===== src/rtl/timer_pkg.sv =====
// Shared definitions for the timer sequence monitor: sample width and FSM states.
// Latency: n/a (types and constants only).
// Backpressure: n/a.
package timer_pkg;

  localparam int TIMER_W = 16;

  // IDLE : no reference value yet
  // TRACK: a sample was seen last cycle
  // GAP  : samples paused, expected value held
  typedef enum logic [1:0] {
    IDLE  = 2'd0,
    TRACK = 2'd1,
    GAP   = 2'd2
  } state_e;

endpackage


===== src/rtl/timer_cap_fifo.sv =====
// Synchronous capture FIFO with show-ahead head and sticky overflow flag.
// Latency: a pushed word is visible at head_o / level_o one cycle after the push.
// Backpressure: pop only when non-empty; a push into a full FIFO is dropped unless a
//   pop happens in the same cycle.
// Ports: clk, rst (async high); push_i/push_dat_i write side; pop_i read request;
//   head_o show-ahead head (0 when empty); empty_o, full_o, level_o, overflow_o status.
module timer_cap_fifo #(
  parameter int DEPTH = 4,
  parameter int DW    = 16
) (
  input  logic                       clk,
  input  logic                       rst,
  input  logic                       push_i,
  input  logic [DW-1:0]              push_dat_i,
  input  logic                       pop_i,
  output logic [DW-1:0]              head_o,
  output logic                       empty_o,
  output logic                       full_o,
  output logic [$clog2(DEPTH+1)-1:0] level_o,
  output logic                       overflow_o
);

  localparam int AW = $clog2(DEPTH);
  localparam int LW = $clog2(DEPTH+1);

  logic [DW-1:0] mem_q [DEPTH];
  logic [AW-1:0] wr_q, wr_d;
  logic [AW-1:0] rd_q, rd_d;
  logic [LW-1:0] level_q, level_d;
  logic          ovf_q, ovf_d;
  logic          push_ok;
  logic          pop_ok;

  assign empty_o = (level_q == '0);
  assign full_o  = (level_q == LW'(DEPTH));

  // A pop frees the slot a full-FIFO push needs, so both may complete together.
  assign pop_ok  = pop_i && !empty_o;
  assign push_ok = push_i && (!full_o || pop_ok);

  always_comb begin
    wr_d    = wr_q;
    rd_d    = rd_q;
    level_d = level_q;
    ovf_d   = ovf_q;
    if (push_ok) wr_d = wr_q + 1'b1;
    if (pop_ok)  rd_d = rd_q + 1'b1;
    case ({push_ok, pop_ok})
      2'b10:   level_d = level_q + 1'b1;
      2'b01:   level_d = level_q - 1'b1;
      default: level_d = level_q;
    endcase
    if (push_i && !push_ok) ovf_d = 1'b1;
  end

  always_ff @(posedge clk or posedge rst) begin
    if (rst) begin
      wr_q    <= '0;
      rd_q    <= '0;
      level_q <= '0;
      ovf_q   <= 1'b0;
    end else begin
      wr_q    <= wr_d;
      rd_q    <= rd_d;
      level_q <= level_d;
      ovf_q   <= ovf_d;
    end
  end

  // Storage needs no reset: the head is masked to zero while empty.
  always_ff @(posedge clk) begin
    if (push_ok) mem_q[wr_q] <= push_dat_i;
  end

  assign head_o     = empty_o ? '0 : mem_q[rd_q];
  assign level_o    = level_q;
  assign overflow_o = ovf_q;

endmodule


===== src/rtl/timer_monitor.sv =====
// Timer sample sequence checker with on-demand sample capture into a FIFO.
// Latency: seq_err/err_count/run_len one cycle after the sample; capture visible next cycle.
// Backpressure: none on samples; captures beyond FIFO space are dropped and flagged.
// Ports: clk, rst (async high); t_valid/t_data samples; cap_req capture request;
//   cap_ready consumer accept; seq_err, err_count, run_len checker status;
//   cap_valid/cap_data/cap_level/cap_overflow capture FIFO side.
module timer_monitor
  import timer_pkg::*;
#(
  parameter int FIFO_DEPTH = 4,
  parameter int ERR_W      = 8
) (
  input  logic                            clk,
  input  logic                            rst,
  input  logic                            t_valid,
  input  logic [TIMER_W-1:0]              t_data,
  input  logic                            cap_req,
  input  logic                            cap_ready,
  output logic                            seq_err,
  output logic [ERR_W-1:0]                err_count,
  output logic [15:0]                     run_len,
  output logic                            cap_valid,
  output logic [TIMER_W-1:0]              cap_data,
  output logic [$clog2(FIFO_DEPTH+1)-1:0] cap_level,
  output logic                            cap_overflow
);

  state_e             state_q, state_d;
  logic [TIMER_W-1:0] exp_q, exp_d;
  logic [15:0]        run_q, run_d;
  logic [ERR_W-1:0]   err_q, err_d;
  logic               seq_err_q, seq_err_d;
  logic               pend_q, pend_d;
  logic               cap_push;
  logic               fifo_empty;
  logic               fifo_full;

  // ---------------- sequence checker FSM ----------------
  always_ff @(posedge clk or posedge rst) begin
    if (rst) begin
      state_q   <= IDLE;
      exp_q     <= '0;
      run_q     <= '0;
      err_q     <= '0;
      seq_err_q <= 1'b0;
    end else begin
      state_q   <= state_d;
      exp_q     <= exp_d;
      run_q     <= run_d;
      err_q     <= err_d;
      seq_err_q <= seq_err_d;
    end
  end

  always_comb begin
    state_d   = state_q;
    exp_d     = exp_q;
    run_d     = run_q;
    err_d     = err_q;
    seq_err_d = 1'b0;
    case (state_q)
      IDLE: begin
        // First sample only establishes the reference.
        if (t_valid) begin
          exp_d   = t_data + 1'b1;
          run_d   = 16'd1;
          state_d = TRACK;
        end
      end
      TRACK, GAP: begin
        if (t_valid) begin
          state_d = TRACK;
          if (t_data == exp_q) begin
            // Natural 16-bit wrap makes 0xFFFF -> 0x0000 in sequence.
            exp_d = exp_q + 1'b1;
            if (run_q != 16'hFFFF) run_d = run_q + 1'b1;
          end else begin
            seq_err_d = 1'b1;
            if (err_q != '1) err_d = err_q + 1'b1;
            run_d = 16'd1;
            exp_d = t_data + 1'b1;
          end
        end else begin
          state_d = GAP;
        end
      end
      default: state_d = IDLE;
    endcase
  end

  // ---------------- capture request ----------------
  // A request waits for the next valid sample; the request cycle itself counts,
  // and repeated requests while waiting collapse into one capture.
  assign cap_push = t_valid && (pend_q || cap_req);
  assign pend_d   = (pend_q || cap_req) && !t_valid;

  always_ff @(posedge clk or posedge rst) begin
    if (rst) pend_q <= 1'b0;
    else     pend_q <= pend_d;
  end

  timer_cap_fifo #(
    .DEPTH (FIFO_DEPTH),
    .DW    (TIMER_W)
  ) u_fifo (
    .clk        (clk),
    .rst        (rst),
    .push_i     (cap_push),
    .push_dat_i (t_data),
    .pop_i      (cap_ready),
    .head_o     (cap_data),
    .empty_o    (fifo_empty),
    .full_o     (fifo_full),
    .level_o    (cap_level),
    .overflow_o (cap_overflow)
  );

  assign cap_valid = !fifo_empty;
  assign seq_err   = seq_err_q;
  assign err_count = err_q;
  assign run_len   = run_q;

  // Full status is exposed by the FIFO for completeness; the top relies on level.
  logic unused_full;
  assign unused_full = fifo_full;

endmodule


===== config.mk =====
export PLATFORM = sky130hd
export DESIGN_NAME = timer_monitor
export DESIGN_NICKNAME = d
export VERILOG_FILES = /design/src/rtl/timer_pkg.sv /design/src/rtl/timer_cap_fifo.sv /design/src/rtl/timer_monitor.sv
export SDC_FILE = /design/constraint.sdc
export NUM_CORES = 1
export LEC_CHECK = 0
export ABC_AREA = 1
export CAP_MARGIN = 20
export CORE_MARGIN = 1.5
export CORE_UTILIZATION = 50
export DETAILED_ROUTE_END_ITERATION = 10
export DONT_BUFFER_PORTS = 1
export PLACE_DENSITY_LB_ADDON = 0.3
export SYNTH_ARGS = -nofsm -noshare
export SYNTH_HDL_FRONTEND = slang
export SYNTH_HIERARCHICAL = 1
export SYNTH_SLANG_ARGS = --single-unit

===== constraint.sdc =====
create_clock -name clk -period 2.3 [get_ports clk]
set_input_delay 0.46 -clock clk [delete_from_list [all_inputs] [get_ports clk]]
set_output_delay 0.46 -clock clk [all_outputs]
set_load 0.01 [all_outputs]

==> results of run 1 <==
-- sequential cells by signal (all words and copies together), names as in the netlist --
signal	count
err_count	8
state_q	2
u_fifo/overflow_o	1
u_fifo/wr_q	2
u_fifo/mem_q	64
pend_q	1
u_fifo/level_o	3
exp_q	16
seq_err	1
u_fifo/rd_q	2
run_len	16
-- cell type report --
cell class	instances	area [µm²]
clock buffers	19	433
clock inverters	13	88.8
fillers	1066	5070
inverters	95	357
multi-input cells	538	2610
flip-flops and latches	116	3220
well taps	168	210
repair buffers	20	165
-- worst max-delay path, delay by kind of cell, from the launching register on --
family                 cells  cell delay (ns)
buffers and inverters      1             0.23
DFF                        1             0.53
and+or+nand+nor            1             0.14
AOI/OAI and AO/OA          2             0.40
-- per-stage QoR --
| step | worst slack (ns) | utilization, % | cell area (µm²) | power [mW] |
|---|---|---|---|---|
| after floorplan | 0.164 | - | 6310 | 5.16 |
| after global placement | 0.339 | 53.9 | 6560 | 5.63 |
| after detailed placement | 0.228 | 53.9 | 6560 | 5.76 |
| after CTS | 0.117 | 58.3 | 7090 | 8.09 |
| after global routing | 0.0174 | 58.3 | 7090 | 8.58 |
| final | 0.130 | 58.3 | 7090 | 8.05 |
-- path summary, 6_finish.rpt --
path,depth (start not counted),slack (ns),end,from
setup / recovery,4,0.13,cap_data[0],u_fifo/rd_q[1]$_DFFE_PP0P_
hold / removal,1,0.01,pend_q$_DFF_PP0_,rst
setup reg to reg,9,0.21,run_len[8]$_DFFE_PP0P_,run_len[1]$_DFFE_PP0P_
hold reg to reg,2,0.51,exp_q[5]$_DFFE_PP0P_,exp_q[5]$_DFFE_PP0P_
max in group asynchronous,2,1.63,u_fifo/rd_q[1]$_DFFE_PP0P_,rst
min in group clk,1,0.10,pend_q$_DFF_PP0_,t_valid
-- where the power goes --
| group | internal [mW] | total, mW | switching, mW | leakage [nW] |
|---|---|---|---|---|
| logic | 0.877 | 2.71 | 1.83 | 1.71 |
| registers | 2.65 | 3.05 | 0.396 | 1.25 |
| clock network | 1.36 | 2.30 | 0.937 | 0.235 |
| total | 4.89 | 8.05 | 3.16 | 3.19 |
-- kinds of logic after synthesis --
family | Yosys count
buf+inv | 115
flops | 116
simple gates | 423
xor+xnor | 30
compound gates | 74
fa+ha+maj | 11
-- cell usage in the layout (no fill, tap or decap), types with 7 or more instances in the layout --
master,netlist,routed
sky130_fd_sc_hd__a21oi_1,20,20
sky130_fd_sc_hd__buf_4,5,18
sky130_fd_sc_hd__clkbuf_16,0,17
sky130_fd_sc_hd__clkinvlp_4,0,7
sky130_fd_sc_hd__dfrtp_1,52,52
sky130_fd_sc_hd__edfxtp_1,64,64
sky130_fd_sc_hd__ha_1,10,10
sky130_fd_sc_hd__inv_1,85,84
sky130_fd_sc_hd__inv_2,8,9
sky130_fd_sc_hd__nand2_1,211,211
sky130_fd_sc_hd__nand3_1,57,57
sky130_fd_sc_hd__nand4_1,8,8
sky130_fd_sc_hd__nor2_1,115,115
sky130_fd_sc_hd__nor3_1,12,12
sky130_fd_sc_hd__o21ai_0,17,17
sky130_fd_sc_hd__o21ai_1,32,32
sky130_fd_sc_hd__xnor2_1,10,10
sky130_fd_sc_hd__xor2_1,20,20
-- metal layers --
| layer | vias to the layer above | track usage (%) | routed length [µm] |
|---|---|---|---|
| li1 | 2504 | - | - |
| met1 | 2384 | 27.6 | 6050 |
| met2 | 182 | 38.4 | 7010 |
| met3 | 25 | 5.90 | 986 |
| met4 | 0 | 9.30 | 192 |
| met5 | - | 0 | 0 |
==> flow_summary.rst, run 1 <==
.. list-table::
   :header-rows: 1

   * - Metric
     - Value
   * - Result of the run
     - finished, final reports clean
   * - IO Pins
     - 67
   * - Kind of end point of the critical path
     - output port
   * - Max cap viols
     - 0
   * - Clk sinks
     - 116
   * - Maximum number of pins on one net before global-route repair
     - 34
   * - Arrival time of the worst setup path
     - between 1.5 and 2 ns
   * - Slowest Stage Delay on Critical Path
     - 0.53 ns
   * - Most area-consuming cells after synthesis
     - sky130_fd_sc_hd__edfxtp_1, sky130_fd_sc_hd__dfrtp_1, sky130_fd_sc_hd__nand2_1, sky130_fd_sc_hd__nor2_1, sky130_fd_sc_hd__inv_1
   * - Remaining number of nets flagged by the antenna check after routing
     - 0
   * - H-tree lvl count
     - 4
   * - Die X
     - approximately 120 µm
   * - Per-cell via count in the routed design
     - approximately 5.3
   * - First drt pass iteration count
     - 6
   * - Worst min path class
     - in2async
   * - Syn. warnings
     - 6
   * - Synthesized net count
     - ~800
   * - Clock tree from TritonCTS
     - built
   * - Maximum fanout encountered on the critical timing path
     - 16
   * - Area of the placeable core
     - around 12000 µm²
   * - Vias in the first global route
     - between 4k and 5k
   * - Post-synth top area cell
     - sky130_fd_sc_hd__edfxtp_1
   * - Post-CTS clock slew at the launch and capture registers of the worst setup and hold paths
     - roughly 0.050 ns
   * - Area growth, synth to finish
     - 12.3%
   * - Non-filler instance count after layout
     - slightly below 1k
   * - Count of endpoints failing setup in the final report
     - 0
   * - Die outline height
     - 115 µm
   * - Synth Area in XOR/XNOR
     - under 10%
   * - Share of synthesized flip-flops with an asynchronous set or reset
     - 44.8%
   * - Number of buffers inserted to repair setup after CTS
     - 0
   * - Worst clock skew
     - 0.00692 ns
   * - Post-DP HPWL
     - a little under 10 mm
   * - Fraction of the cycle the final worst path needs
     - 94.3%
   * - WP data required
     - approximately 1.8 ns
   * - Final number of max-transition violations
     - 0
   * - Initial DRC count
     - approximately 400
   * - Wire length after detailed routing
     - approximately 14 mm
   * - Placed Instances
     - ~940
   * - Die Area
     - 13300 µm²
   * - Number of nets in the layout
     - slightly above 800
   * - CTS Hold Buffers Added
     - 1
   * - Worst-skew pair later-pin latency
     - around 0.42 ns
   * - Most common flop cell mapped by yosys
     - sky130_fd_sc_hd__edfxtp_1
   * - Overall Global Routing Usage
     - roughly 23%
   * - Proportion of netlist area held by the largest area contributor
     - 30.4%
   * - Setup TNS
     - 0 ns
   * - Number of enable-type register cells in the synthesized netlist
     - 64
   * - Slowest cell on the critical path
     - sky130_fd_sc_hd__dfrtp_1
   * - Total CTS buffers
     - 17
   * - Number of antenna cells inserted
     - 0
   * - Sequential-to-total area share from yosys stat
     - about half
   * - Main combinational cell family by area after synthesis
     - simple AND/OR/NAND/NOR gates
   * - Time the final worst path needs with I/O delays and setup
     - roughly 2.2 ns
   * - Compound-cell area share of the yosys netlist
     - under 10%
   * - FF+latch count, synth
     - 116
   * - Leakage power figure
     - ~3.2 nW
   * - Detailed-route via count
     - 5095
   * - Post-synthesis share of cell area spent on full adders, half adders and majority gates
     - 2.30%
   * - Routed len/inst
     - 14.7 µm
   * - Kind of start point of the critical path
     - flop
   * - Drt drc
     - 0
   * - Synthesized cell area
     - approximately 6300 µm²
   * - List of most frequent post-synthesis cells
     - sky130_fd_sc_hd__nand2_1, sky130_fd_sc_hd__nor2_1, sky130_fd_sc_hd__inv_1, sky130_fd_sc_hd__edfxtp_1, sky130_fd_sc_hd__nand3_1
   * - Starting density of the core
     - 51.9%
   * - Clock root cell
     - sky130_fd_sc_hd__clkbuf_16
   * - Cell with the most instances after synthesis
     - sky130_fd_sc_hd__nand2_1
   * - Post-Synth Simple-Gate Area
     - 28.7%
   * - Number of buffers inserted by port buffering
     - 0
   * - Post-CTS resize count
     - 0
   * - Fraction of synthesized area in multiplexers
     - 0%
   * - Placement Rows
     - 40
   * - First-pass GRT wire length
     - roughly 23 mm
   * - Clock Tree Buf Depth
     - 2
   * - Least-Margin Pin Slew
     - approximately 0.63 ns
   * - Number of antenna violations at the first check in global routing
     - 0
   * - Leftover overflow at the end of global routing
     - 0
   * - Maximum operating frequency
     - 461 MHz
   * - Crit Path Class
     - reg2out
   * - Average cell area after synthesis
     - 8.21 µm²
   * - Max-Slew Margin vs Limit
     - 57.9%
   * - Cells along the critical path
     - inv_2 -> nor2_1 -> o21ai_1 -> a21oi_1
   * - Synthesized instance count
     - a little under 800
   * - Synth cell types
     - 34
   * - Proportion of layout cells with a drive suffix above 1
     - 9.74%
   * - Final Wtd Congestion
     - a little under 0.9
   * - Worst Hold Slack
     - 0.00974 ns
   * - Number of failing hold endpoints at the final stage
     - 0
   * - Peak supply drop
     - 0.428 mV
   * - Setup repair after global routing missed its margin
     - no
   * - Power Density
     - 1140 nW/µm²
Power figures use the tool's default switching activity.
==> inputs of run 2 (changes only) <==
CORE_UTILIZATION = 53   (was 50)
RECOVER_POWER = 25   (was not set)
==> flow_summary.rst, run 2 (synthesized netlist as in run 1, its figures left out) <==
.. list-table::
   :header-rows: 1

   * - Metric
     - Value
   * - Result of the run
     - finished, violations left
   * - Failing checks
     - DRC
   * - H-tree lvl count
     - 4
   * - Power Density
     - approximately 1200 nW/µm²
   * - Fraction of the cycle the final worst path needs
     - 93.3%
   * - Drt drc
     - 4
   * - Kind of end point of the critical path
     - output port
   * - Peak supply drop
     - a little under 0.7 mV
   * - Least-Margin Pin Slew
     - around 0.83 ns
   * - Maximum operating frequency
     - 466 MHz
   * - Number of failing hold endpoints at the final stage
     - 0
   * - Clock Tree Buf Depth
     - 2
   * - Storage element area
     - 3220 µm²
   * - Setup TNS
     - 0 ns
   * - Cell depth of the worst min-delay path
     - 1
   * - Number of antenna violations at the first check in global routing
     - 0
   * - Per-cell via count in the routed design
     - between 5 and 6
   * - Leftover overflow at the end of global routing
     - 0
   * - Final number of max-transition violations
     - 0
   * - Number of buffers inserted to repair setup after CTS
     - 0
   * - Hold path start
     - t_valid
   * - Clk sinks
     - about 120
   * - Cell depth of the worst flop-to-flop path
     - 9
   * - Final Wtd Congestion
     - roughly 0.93
   * - Die Area
     - between 10000 and 15000 µm²
   * - Die outline height
     - 112 µm
   * - Setup repair after global routing missed its margin
     - no
   * - Arrival time of the worst setup path
     - around 1.7 ns
   * - R2r startpoint
     - run_len[1]$_DFFE_PP0P_
   * - WP data required
     - ~1.8 ns
   * - Vias in the first global route
     - between 4k and 5k
   * - Area of the placeable core
     - 11500 µm²
   * - Max-Slew Margin vs Limit
     - between 40 and 50%
   * - Leakage power figure
     - between 3 and 4 nW
   * - Worst Hold Slack
     - between 0.1 and 0.15 ns
   * - First-pass GRT wire length
     - approximately 24 mm
   * - Fillcell total
     - ~950
   * - Number of nets in the layout
     - a little over 800
   * - Kind of start point of the critical path
     - flop
   * - Wire length after detailed routing
     - between 10 and 15 mm
   * - Remaining number of nets flagged by the antenna check after routing
     - 0
   * - Count of endpoints failing setup in the final report
     - 0
   * - Initial DRC count
     - 418
   * - Most frequent cells in the layout
     - sky130_fd_sc_hd__nand2_1, sky130_fd_sc_hd__nor2_1, sky130_fd_sc_hd__inv_1, sky130_fd_sc_hd__edfxtp_1, sky130_fd_sc_hd__nand3_1
   * - Maximum fanout encountered on the critical timing path
     - 16
   * - Clock tree from TritonCTS
     - built
   * - Flip-flop count of the largest register after layout
     - 64
   * - Die X
     - approximately 110 µm
   * - Area growth, synth to finish
     - 12.6%
   * - Reg2reg setup slack
     - around 0.18 ns
   * - Max cap viols
     - 0
   * - FF-to-FF End
     - run_len[1]$_DFFE_PP0P_
   * - Overall Global Routing Usage
     - between 20% and 30%
   * - First drt pass iteration count
     - 8
   * - Worst min path class
     - in2reg
   * - Starting density of the core
     - between 50% and 60%
   * - Area taken by multi-input logic gates
     - about 2600 µm²
   * - Routed len/inst
     - ~15 µm
   * - IO Pins
     - 67
   * - Maximum number of pins on one net before global-route repair
     - 34
   * - Detailed-route via count
     - 5114
   * - Total CTS buffers
     - 17
   * - Crit Path Class
     - reg2out
   * - Register bank with the most flops
     - u_fifo/mem_q
   * - Clock root cell
     - sky130_fd_sc_hd__clkbuf_16
   * - Number of antenna cells inserted
     - 0
   * - Post-DP HPWL
     - between 10 and 15 mm
   * - Proportion of layout cells with a drive suffix above 1
     - a little under 10%
   * - Placement Rows
     - 39
   * - Worst clock skew
     - roughly 0.0087 ns
   * - Most frequent standard cell in the layout excluding fill and tap cells
     - sky130_fd_sc_hd__nand2_1
   * - Number of buffers inserted by port buffering
     - 0
   * - Worst-skew pair later-pin latency
     - approximately 0.42 ns
   * - Post-CTS clock slew at the launch and capture registers of the worst setup and hold paths
     - 0.05 ns
   * - Time the final worst path needs with I/O delays and setup
     - roughly 2.1 ns
   * - End point of the most critical hold path
     - pend_q$_DFF_PP0_
## run 2: critical path, stage by stage (launching register included)
cell,delay [ns]
sky130_fd_sc_hd__dfrtp_1,0.52
sky130_fd_sc_hd__inv_2,0.22
sky130_fd_sc_hd__nor2_1,0.13
sky130_fd_sc_hd__o21ai_1,0.07
sky130_fd_sc_hd__a21oi_1,0.32
## run 2: power by group
part | internal, mW | total, mW | switching (mW) | leakage (nW)
Combinational | 0.854 | 2.66 | 1.80 | 1.71
Sequential | 2.65 | 3.05 | 0.400 | 1.25
Clock | 1.58 | 2.51 | 0.927 | 0.271
Total | 5.09 | 8.21 | 3.13 | 3.23
## run 2: layout make-up
| cell class | count | area share [%] |
|---|---|---|
| Tap cell | 143 | 2.52 |
| Timing Repair Buffer | 22 | 2.36 |
| Clock inverter | 13 | 1.92 |
| Multi-Input combinational cell | 538 | 36.8 |
| Inverter | 95 | 5.04 |
| Sequential cell | 116 | 45.4 |
| Clock buffer | 18 | 6.04 |
## run 2: per-stage QoR
stage	instances	setup WS, ns	util, %	power, mW	area (µm²)
after detailed placement	913	0.207	56.7	5.74	6530
after CTS	945	0.0709	61.7	8.27	7110
after global placement	913	0.332	56.7	5.60	6530
after floorplan	769	0.164	-	5.16	6310
after global routing	945	0.0128	61.7	8.73	7110
final	945	0.154	61.7	8.21	7110
## run 2: worst max path at each step
stage,start,end,slack [ns],cells after the start
after global placement,run_len[1]$_DFFE_PP0P_,run_len[10]$_DFFE_PP0P_,0.33,9
final,u_fifo/rd_q[1]$_DFFE_PP0P_,cap_data[0],0.15,4
after floorplan,t_valid,u_fifo/mem_q[0][0]$_DFFE_PP_,0.16,4
after detailed placement,run_len[1]$_DFFE_PP0P_,run_len[1]$_DFFE_PP0P_,0.21,9
after CTS,u_fifo/rd_q[0]$_DFFE_PP0P_,cap_data[10],0.07,3
after global routing,run_len[1]$_DFFE_PP0P_,run_len[8]$_DFFE_PP0P_,0.01,9
## run 2: routing by layer
| metal | wire (µm) | vias to the layer above | GRT usage, % |
|---|---|---|---|
| met5 | 0 | - | 0 |
| met4 | 314 | 0 | 9.87 |
| met3 | 1100 | 30 | 6.91 |
| met2 | 7080 | 187 | 40.9 |
| met1 | 5920 | 2392 | 29.5 |
| li1 | - | 2505 | - |
## run 2: timing repair
| item | in CTS | in global routing |
|---|---|---|
| hold buffers | 1 | 0 |
| hold endpoints to repair | 28 | 0 |
| endpoints found under the setup margin | 0 | 2 |
| resized for setup | 0 | 1 |
==> inputs of run 3 (changes only) <==
CORE_UTILIZATION = 60   (was 53)
REMOVE_ABC_BUFFERS = 1   (was not set)
==> flow_summary.rst, run 3 (synthesized netlist as in run 1, its figures left out) <==
.. list-table::
   :header-rows: 1

   * - Metric
     - Value
   * - Result of the run
     - finished, final reports clean
   * - Final Wtd Congestion
     - ~0.88
   * - Die outline height
     - around 110 µm
   * - Placement Rows
     - 37
   * - Peak supply drop
     - 0.664 mV
   * - Per-cell via count in the routed design
     - between 5 and 6
   * - Leakage power figure
     - approximately 3.2 nW
   * - WP data required
     - around 1.8 ns
   * - Worst Hold Slack
     - approximately 0.021 ns
   * - Arrival time of the worst setup path
     - approximately 1.7 ns
   * - Register bank with the most flops
     - u_fifo/mem_q
   * - Die X
     - ~110 µm
   * - Max cap viols
     - 0
   * - Clk sinks
     - around 120
   * - Maximum number of pins on one net before global-route repair
     - between 40 and 50
   * - Flip-flop count of the largest register after layout
     - 64
   * - Wire length after detailed routing
     - between 10 and 15 mm
   * - Fraction of the cycle the final worst path needs
     - 94.4%
   * - Total CTS buffers
     - 17
   * - Final design area excluding fillers
     - between 7000 and 8000 µm²
   * - Storage element area
     - 3220 µm²
   * - Most frequent cells in the layout
     - sky130_fd_sc_hd__nand2_1, sky130_fd_sc_hd__nor2_1, sky130_fd_sc_hd__inv_1, sky130_fd_sc_hd__edfxtp_1, sky130_fd_sc_hd__nand3_1
   * - Worst slack, placed
     - around 0.23 ns
   * - Fillcell total
     - ~810
   * - Area taken by multi-input logic gates
     - approximately 2600 µm²
   * - Drt drc
     - 0
   * - Worst clock skew
     - approximately 0.011 ns
   * - Time the final worst path needs with I/O delays and setup
     - 2.17 ns
   * - Proportion of layout cells with a drive suffix above 1
     - about a tenth
   * - Area growth, synth to finish
     - 12.9%
   * - Number of buffers inserted by port buffering
     - 0
   * - Detailed-route via count
     - 5094
   * - Number of antenna violations at the first check in global routing
     - 0
   * - Leftover overflow at the end of global routing
     - 0
   * - Maximum operating frequency
     - 460 MHz
   * - Die Area
     - approximately 11000 µm²
   * - Final Worst Setup Slack
     - roughly 0.13 ns
   * - Worst-skew pair later-pin latency
     - 0.51 ns
   * - Placed cell area
     - 6510 µm²
   * - Starting density of the core
     - about three fifths
   * - Number of nets in the layout
     - roughly 800
   * - Worst min path class
     - in2reg
   * - First drt pass iteration count
     - 4
   * - Number of failing hold endpoints at the final stage
     - 0
   * - Max-Slew Margin vs Limit
     - 61.0%
   * - Kind of start point of the critical path
     - flop
   * - Setup TNS
     - 0 ns
   * - Overall Global Routing Usage
     - 26.8%
   * - H-tree lvl count
     - 4
   * - Final number of max-transition violations
     - 0
   * - Routed len/inst
     - 15.1 µm
   * - Clock Tree Buf Depth
     - 2
   * - Vias in the first global route
     - between 5k and 6k
   * - Post-DP HPWL
     - about 9.7 mm
   * - Initial DRC count
     - 299
   * - Setup repair after global routing missed its margin
     - no
   * - Number of antenna cells inserted
     - 0
   * - Clock root cell
     - sky130_fd_sc_hd__clkbuf_8
   * - Area of the placeable core
     - between 10000 and 15000 µm²
   * - IO Pins
     - 67
   * - Most frequent standard cell in the layout excluding fill and tap cells
     - sky130_fd_sc_hd__nand2_1
   * - Remaining number of nets flagged by the antenna check after routing
     - 0
   * - Count of endpoints failing setup in the final report
     - 0
   * - Crit Path Class
     - reg2out
   * - Kind of end point of the critical path
     - output port
   * - Maximum fanout encountered on the critical timing path
     - 17
   * - First-pass GRT wire length
     - around 23 mm
   * - Post-CTS clock slew at the launch and capture registers of the worst setup and hold paths
     - ~0.060 ns
   * - Power Density
     - around 1200 nW/µm²
   * - Clock tree from TritonCTS
     - built
   * - Least-Margin Pin Slew
     - 0.585 ns
-- run 3: layer usage --
layer | up-vias | GRT usage [%] | wire length (µm)
li1 | 2501 | - | -
met1 | 2394 | 30.8 | 5630
met2 | 168 | 47.9 | 7320
met3 | 31 | 6.86 | 874
met4 | 0 | 10.5 | 318
met5 | - | 0 | 0
-- run 3: area by class of cell --
type	instances	share of cell area, %
multi-input combinational	538	36.8
inverter	95	5.00
clock inverter	15	2.51
tap	136	2.39
sequential	116	45.2
clock buffer	17	5.81
timing repair buffer	21	2.28
-- run 3: worst paths after layout --
path	start	to	slack (ns)	depth (start not counted)
setup / recovery	u_fifo/level_o[0]$_DFFE_PP0P_	cap_data[9]	0.13	4
hold / removal	t_valid	state_q[1]$_DFFE_PP0N_	0.02	1
setup reg to reg	run_len[1]$_DFFE_PP0P_	run_len[10]$_DFFE_PP0P_	0.21	9
hold reg to reg	pend_q$_DFF_PP0_	pend_q$_DFF_PP0_	0.52	2
max in group asynchronous	rst	run_len[11]$_DFFE_PP0P_	1.32	3
min in group asynchronous	rst	u_fifo/level_o[0]$_DFFE_PP0P_	0.38	2
-- run 3: timing repair --
action,CTS,global route
endpoints found under the setup margin,7,2
buffers inserted,0,0
hold buffers,2,0
gates resized for setup,1,2
hold endpoints to repair,24,0
-- run 3: stage by stage --
stage	util, %	power, mW	std cells
final	69.4	8.38	938
after global routing	69.4	8.87	938
after CTS	69.3	8.39	938
after detailed placement	63.3	5.74	904
after global placement	63.3	5.56	904
after floorplan	-	4.99	749
-- run 3: power by group --
part	switching (mW)	leakage [nW]	internal [mW]	total, mW
Clock	0.959	0.283	1.65	2.61
Sequential	0.403	1.25	2.65	3.06
Combinational	1.83	1.70	0.876	2.71
-- run 3: worst max-delay path: stages (launching register included) --
cell                      delay (ns)
sky130_fd_sc_hd__dfrtp_1        0.46
sky130_fd_sc_hd__nor2_4         0.19
sky130_fd_sc_hd__nand2_4        0.10
sky130_fd_sc_hd__inv_2          0.29
sky130_fd_sc_hd__a21oi_1        0.16
